## src/rtl/axilite_pkg.sv

```systemverilog
// Shared types and response codes for the AXI4-Lite scratch-RAM slave.
package axilite_pkg;

   typedef enum logic [2:0] {
      IDLE,
      WAIT_WDATA,
      WAIT_WADDR,
      WRITE_RESP,
      READ_DATA
   } state_t;

   localparam logic [1:0] RESP_OKAY   = 2'b00;
   localparam logic [1:0] RESP_SLVERR = 2'b10;

   localparam int unsigned BYTE_W = 8;

endpackage

```

## src/rtl/axilite_mem.sv

```systemverilog
// Byte-strobed word memory: async clear, one strobed write port, one registered read port.
module axilite_mem
   import axilite_pkg::*;
#(
   parameter int unsigned DATA_WIDTH = 32,
   parameter int unsigned DEPTH      = 16,
   parameter int unsigned IDX_W      = 4
) (
   input  logic                     clk,
   input  logic                     rstn,
   input  logic                     wr_en,
   input  logic [IDX_W-1:0]         wr_idx,
   input  logic [DATA_WIDTH-1:0]    wr_data,
   input  logic [DATA_WIDTH/8-1:0]  wr_strb,
   input  logic                     rd_en,
   input  logic                     rd_zero,
   input  logic [IDX_W-1:0]         rd_idx,
   output logic [DATA_WIDTH-1:0]    rd_data
);

   localparam int unsigned STRB_W = DATA_WIDTH / BYTE_W;

   logic [DATA_WIDTH-1:0] mem [DEPTH];

   // Storage array; reset clears every byte so no partial write survives an abort.
   always_ff @(posedge clk or negedge rstn) begin
      if (!rstn) begin
         for (int i = 0; i < int'(DEPTH); i++) begin
            mem[i] <= '0;
         end
      end else if (wr_en) begin
         for (int l = 0; l < int'(STRB_W); l++) begin
            if (wr_strb[l]) begin
               mem[wr_idx][l*BYTE_W +: BYTE_W] <= wr_data[l*BYTE_W +: BYTE_W];
            end
         end
      end
   end

   // Read register holds its value until the next read, giving a stable rdata.
   always_ff @(posedge clk or negedge rstn) begin
      if (!rstn) begin
         rd_data <= '0;
      end else if (rd_en) begin
         rd_data <= rd_zero ? '0 : mem[rd_idx];
      end
   end

endmodule

```

## src/rtl/axi_lite_slave.sv

```systemverilog
// AXI4-Lite slave with a single outstanding transaction in front of a small byte-strobed RAM.
module axi_lite_slave
   import axilite_pkg::*;
#(
   parameter int unsigned ADDR_WIDTH     = 32,
   parameter int unsigned DATA_WIDTH     = 32,
   parameter int unsigned MEM_SIZE_BYTES = 64
) (
   input  logic                     s_axi_aclk,
   input  logic                     s_axi_aresetn,
   input  logic                     s_axi_awvalid,
   output logic                     s_axi_awready,
   input  logic [ADDR_WIDTH-1:0]    s_axi_awaddr,
   input  logic                     s_axi_wvalid,
   output logic                     s_axi_wready,
   input  logic [DATA_WIDTH-1:0]    s_axi_wdata,
   input  logic [DATA_WIDTH/8-1:0]  s_axi_wstrb,
   output logic                     s_axi_bvalid,
   input  logic                     s_axi_bready,
   output logic [1:0]               s_axi_bresp,
   input  logic                     s_axi_arvalid,
   output logic                     s_axi_arready,
   input  logic [ADDR_WIDTH-1:0]    s_axi_araddr,
   output logic                     s_axi_rvalid,
   input  logic                     s_axi_rready,
   output logic [DATA_WIDTH-1:0]    s_axi_rdata,
   output logic [1:0]               s_axi_rresp
);

   localparam int unsigned STRB_W = DATA_WIDTH / BYTE_W;
   localparam int unsigned DEPTH  = MEM_SIZE_BYTES / STRB_W;
   localparam int unsigned IDX_W  = (DEPTH > 1) ? $clog2(DEPTH) : 1;

   state_t CS, NS;

   logic [ADDR_WIDTH-1:0] aw_addr_q;
   logic [DATA_WIDTH-1:0] w_data_q;
   logic [STRB_W-1:0]     w_strb_q;

   logic                  aw_hs, w_hs, ar_hs;
   logic                  wr_commit, wr_in_range, rd_in_range;
   logic [ADDR_WIDTH-1:0] wr_addr;
   logic [DATA_WIDTH-1:0] wr_data;
   logic [STRB_W-1:0]     wr_strb;

   // Readies follow the state; reads are only offered when no write is being presented.
   assign s_axi_awready = s_axi_aresetn && (CS == IDLE || CS == WAIT_WADDR);
   assign s_axi_wready  = s_axi_aresetn && (CS == IDLE || CS == WAIT_WDATA);
   assign s_axi_arready = s_axi_aresetn && (CS == IDLE) && !s_axi_awvalid && !s_axi_wvalid;

   assign aw_hs = s_axi_awvalid && s_axi_awready;
   assign w_hs  = s_axi_wvalid  && s_axi_wready;
   assign ar_hs = s_axi_arvalid && s_axi_arready;

   // Whichever half arrived first comes from its latch, the other straight from the bus.
   assign wr_addr = (CS == WAIT_WDATA) ? aw_addr_q : s_axi_awaddr;
   assign wr_data = (CS == WAIT_WADDR) ? w_data_q  : s_axi_wdata;
   assign wr_strb = (CS == WAIT_WADDR) ? w_strb_q  : s_axi_wstrb;

   assign wr_commit = (CS == IDLE       && aw_hs && w_hs) ||
                      (CS == WAIT_WDATA && w_hs)          ||
                      (CS == WAIT_WADDR && aw_hs);

   assign wr_in_range = wr_addr      < ADDR_WIDTH'(MEM_SIZE_BYTES);
   assign rd_in_range = s_axi_araddr < ADDR_WIDTH'(MEM_SIZE_BYTES);

   always_comb begin
      NS = CS;
      case (CS)
         IDLE: begin
            if (aw_hs && w_hs)   NS = WRITE_RESP;
            else if (aw_hs)      NS = WAIT_WDATA;
            else if (w_hs)       NS = WAIT_WADDR;
            else if (ar_hs)      NS = READ_DATA;
         end
         WAIT_WDATA: if (w_hs)  NS = WRITE_RESP;
         WAIT_WADDR: if (aw_hs) NS = WRITE_RESP;
         WRITE_RESP: if (s_axi_bvalid && s_axi_bready) NS = IDLE;
         READ_DATA:  if (s_axi_rvalid && s_axi_rready) NS = IDLE;
         default:    NS = IDLE;
      endcase
   end

   // State, channel latches and response registers.
   always_ff @(posedge s_axi_aclk or negedge s_axi_aresetn) begin
      if (!s_axi_aresetn) begin
         CS           <= IDLE;
         aw_addr_q    <= '0;
         w_data_q     <= '0;
         w_strb_q     <= '0;
         s_axi_bvalid <= 1'b0;
         s_axi_bresp  <= RESP_OKAY;
         s_axi_rvalid <= 1'b0;
         s_axi_rresp  <= RESP_OKAY;
      end else begin
         CS <= NS;
         if (CS == IDLE && aw_hs) begin
            aw_addr_q <= s_axi_awaddr;
         end
         if (CS == IDLE && w_hs) begin
            w_data_q <= s_axi_wdata;
            w_strb_q <= s_axi_wstrb;
         end
         if (wr_commit) begin
            s_axi_bvalid <= 1'b1;
            s_axi_bresp  <= wr_in_range ? RESP_OKAY : RESP_SLVERR;
         end else if (s_axi_bvalid && s_axi_bready) begin
            s_axi_bvalid <= 1'b0;
         end
         if (ar_hs) begin
            s_axi_rvalid <= 1'b1;
            s_axi_rresp  <= rd_in_range ? RESP_OKAY : RESP_SLVERR;
         end else if (s_axi_rvalid && s_axi_rready) begin
            s_axi_rvalid <= 1'b0;
         end
      end
   end

   axilite_mem #(
      .DATA_WIDTH (DATA_WIDTH),
      .DEPTH      (DEPTH),
      .IDX_W      (IDX_W)
   ) u_mem (
      .clk     (s_axi_aclk),
      .rstn    (s_axi_aresetn),
      .wr_en   (wr_commit && wr_in_range),
      .wr_idx  (wr_addr[IDX_W+1:2]),
      .wr_data (wr_data),
      .wr_strb (wr_strb),
      .rd_en   (ar_hs),
      .rd_zero (!rd_in_range),
      .rd_idx  (s_axi_araddr[IDX_W+1:2]),
      .rd_data (s_axi_rdata)
   );

endmodule

```

## config.mk

```make
export PLATFORM = sky130hd
export DESIGN_NAME = axi_lite_slave
export DESIGN_NICKNAME = d
export VERILOG_FILES = /design/src/rtl/axilite_pkg.sv /design/src/rtl/axilite_mem.sv /design/src/rtl/axi_lite_slave.sv
export SDC_FILE = /design/constraint.sdc
export NUM_CORES = 1
export LEC_CHECK = 0
export CAP_MARGIN = 20
export CORE_MARGIN = 2
export CORE_UTILIZATION = 50
export DETAILED_ROUTE_END_ITERATION = 12
export GPL_ROUTABILITY_DRIVEN = 0
export PLACE_DENSITY = 0.74
export SYNTH_ARGS = -nofsm -noshare
export SYNTH_HDL_FRONTEND = slang
export SYNTH_SLANG_ARGS = --single-unit
export TNS_END_PERCENT = 20
```

## constraint.sdc

```tcl
create_clock -name s_axi_aclk -period 4.4 [get_ports s_axi_aclk]
set_clock_uncertainty 0.15 [all_clocks]
set_input_delay 0.44 -clock s_axi_aclk [delete_from_list [all_inputs] [get_ports s_axi_aclk]]
set_output_delay 0.44 -clock s_axi_aclk [all_outputs]
set_load 0.01 [all_outputs]
```

==> flow_summary.toml <==
[logic_synthesis]
synth-seq-area-share_pct = 55.13
syn_area_sq_um = 28010
synthArstFlopShare_pct = 100.0
ys_types = 41
synth_edf_count = 0
yosys.area_share.simple_pct = 3.855
synth_compound_area_share_pct = 1.157
ys.flop_type = "dfrtp_1"
synth-xor-area-share_pct = 0
synth.area.mux_share_pct = 37.86
synthAdderAreaFrac_pct = 0
synth_cells = 1769
synth_top_family_by_area = "multiplexers"
synth_seq_cells = 617
avgSynthCellArea_sq_um = 15.83
yosysWarnings = 0

[clock_tree]
clkSinkCount = 617
ctsLongestPathBuffers = 3
h-tree-depth = 2
cts-root-buf = "clkbuf_16"
cts_tree = "yes"
clock_latency_ns = 0.61
clk_pin_slew_ns = 0.06
cts_resized = 0
cts_made_buffers = 61

[setup_path]
cp_max_fo = 16
worstPathRequired_ns = 4.75
worst_setup_path_start_kind = "register"
crit_arrival_ns = 3.98
slowest_delay_ns = 0.65
cp_cell_sequence = "or3b_1 -> nand4_1 -> a211oi_2 -> buf_4 -> nand3_1 -> mux2_2"
cp_slowest_cell = "or3b_1"
crit_type = "reg -> reg"
rrSetupSlack_ns = 0.77
cp-end-kind = "register"

[global_routing]
grt_first_pass_wirelength_mm = 100.2
grt_usage_pct = 22.86
grt_remaining_overflow = 0
grt_max_degree = 180
first_global_vias = 16810
antenna_found_initial = 2

[timing]
post-route-min-period_ns = 3.633
rsz0062_at_grt = "false"
slew_viol_final = 0
maxSlewHeadroom_pct = 29.35
tightest_slew_ns = 1.060
fin_crit_sh_pct = 82.57
hold_viol = 0
max_clock_freq_mhz = 275.2
fin_tns_setup_ns = 0
setup_viol = 0

[final_layout]
area_delta_synth_final_pct = 15.74
drive_above_1_share_pct = 33.32
finalNonFillerCells = 2712
nets = 2026
final_area_sq_um = 32420

[power_and_ir_drop]
power_per_cell_area_nw_per_um2 = 416.8
leakagePower_uw = 0.01545
irDropWorstVdd_v = 0.0003109
power.total_uw = 13510

[detailed_routing]
drt_drc_violations_left = 0
post_drt_wl_per_cell_microns = 23.66
via_per_inst = 5.849
drt_iter0_drc = 1092
drt_wl_total_mm = 64.18
vias = 15860
firstDrtPassIters = 5
drtAntennaViolNets = 0

[floorplan]
die_w_microns = 240.7
core-area_sq_um = 55200
start_util_pct = 50.74
ioPinCount = 148
num_rows = 86
die_area_sq_um = 57920
dieHeight_microns = 240.7

[status]
outcome = "completed"

[place]
placed_cell_area_sq_um = 30360
placed_cells_incl_taps = 2601
io_buffer_count = 141
hpwl_mm = 40.46

[worst_hold_path]
min-delay-path-class = "in -> async"

[run]
maxCapViolations = 0
-- critical path, delay by kind of cell (launching register included) --
kind / cells / cell delay (ns)
buffers and inverters: 1 / 0.26
DFF: 1 / 0.55
muxes: 1 / 0.47
and+or+nand+nor: 3 / 1.74
AOI/OAI and AO/OA: 1 / 0.32
-- area by class of cell --
class	count	area (sq um)
inverters	37	138.9
clock buffers	93	1797
clock inverters	14	198.9
repair buffers	187	1863
well taps	748	935.9
fillers	4157	22780
multi-input cells	1015	12040
flip-flops and latches	617	15440
diodes	1	2.502
-- cells in the mapped netlist, drive strengths merged (2+ instances only) --
cell type	number	area, sq um
mux4	160	3603
inv	37	138.9
a21oi	4	20.02
nand2b	2	12.51
nor2	27	101.4
mux2	612	6892
clkbuf	65	244.0
o21ai	36	180.2
nand4	4	25.02
dfrtp	617	15440
nor2b	9	56.30
nor4	18	112.6
nand3	66	530.5
nand4b	2	23.77
nand2	40	150.1
nor3b	2	15.01
a211oi	5	57.56
buf	36	172.7
mux2i	11	110.1
-- layer usage --
layer | up-vias | GRT usage (%) | part of all wire (%)
met5 | - | 0 | 0.012
met4 | 2 | 7.096 | 2.9
met3 | 116 | 2.997 | 4.4
met2 | 343 | 37.85 | 49
met1 | 8481 | 31.72 | 44
li1 | 6920 | - | -
-- final timing paths --
check	from	end	depth (start not counted)
max	CS[2]$_DFFE_PN0P_	u_mem.mem[241]$_DFFE_PN0P_	6
min	s_axi_aresetn	s_axi_bvalid$_DFFE_PN0P_	2
max reg2reg	CS[2]$_DFFE_PN0P_	u_mem.mem[241]$_DFFE_PN0P_	6
min reg2reg	u_mem.rd_data[17]$_DFFE_PN0P_	u_mem.rd_data[17]$_DFFE_PN0P_	2
max in group asynchronous	s_axi_aresetn	u_mem.mem[25]$_DFFE_PN0P_	4
min in group s_axi_aclk	s_axi_rready	s_axi_rvalid$_DFFE_PN0P_	2
-- metrics by stage --
step	utilization, %	setup WS, ns	hold WS [ns]
finish	58.72	0.7668	0.2187
global route	58.72	0.6390	0.2687
CTS	58.63	0.8042	0.2322
detailed placement	55.00	0.8226	0.2520
global placement	55.00	0.8754	0.2458
floorplan	-	1.746	-0.005591
-- cells by family after synthesis --
logic type / Yosys count
buf+inv: 138
simple gates: 177
compound gates: 53
flops: 617
other cells: 1
mux: 783
-- cell usage in the layout (no fill, tap or decap), types with 2 or more instances in the layout --
master | Yosys | layout
a21oi_1 | 4 | 4
nand3_1 | 26 | 26
nand2_2 | 0 | 2
bufinv_16 | 0 | 5
nand4_1 | 4 | 4
clkbuf_1 | 65 | 17
mux4_2 | 160 | 160
clkinv_2 | 0 | 8
nand3_2 | 40 | 40
inv_1 | 37 | 37
o21ai_0 | 36 | 36
clkdlybuf4s50_1 | 0 | 136
buf_12 | 0 | 7
conb_1 | 1 | 2
nor4_1 | 18 | 18
nand2_1 | 40 | 38
mux2i_1 | 11 | 10
a211oi_2 | 4 | 4
buf_4 | 6 | 38
nor2b_1 | 9 | 9
mux2_2 | 304 | 304
dfrtp_1 | 617 | 617
nor2_1 | 27 | 27
mux2_1 | 308 | 308
buf_2 | 12 | 2
clkbuf_8 | 0 | 16
clkbuf_16 | 0 | 61
nand2b_1 | 2 | 2
-- sequential cells by signal, indices dropped and copies added (netlist names) --
name	flops
CS	3
u_mem.rd_data	32
s_axi_rvalid	1
w_strb_q	4
s_axi_bvalid	1
s_axi_rresp	1
aw_addr_q	30
s_axi_bresp	1
w_data_q	32
u_mem.mem	512
-- what timing repair did --
action | 4_1_cts | 5_1_grt
setup buffers | 0 | 0
endpoints found under the hold margin | 50 | 0
hold buffers | 1 | 0
-- power by group --
group | switching, uW | total, uW | internal, uW
Combinational | 1310 | 2100 | 797
Sequential | 192 | 6200 | 6000
Clock | 2140 | 5210 | 3080
No activity file was read; power rests on OpenSTA's default activity.
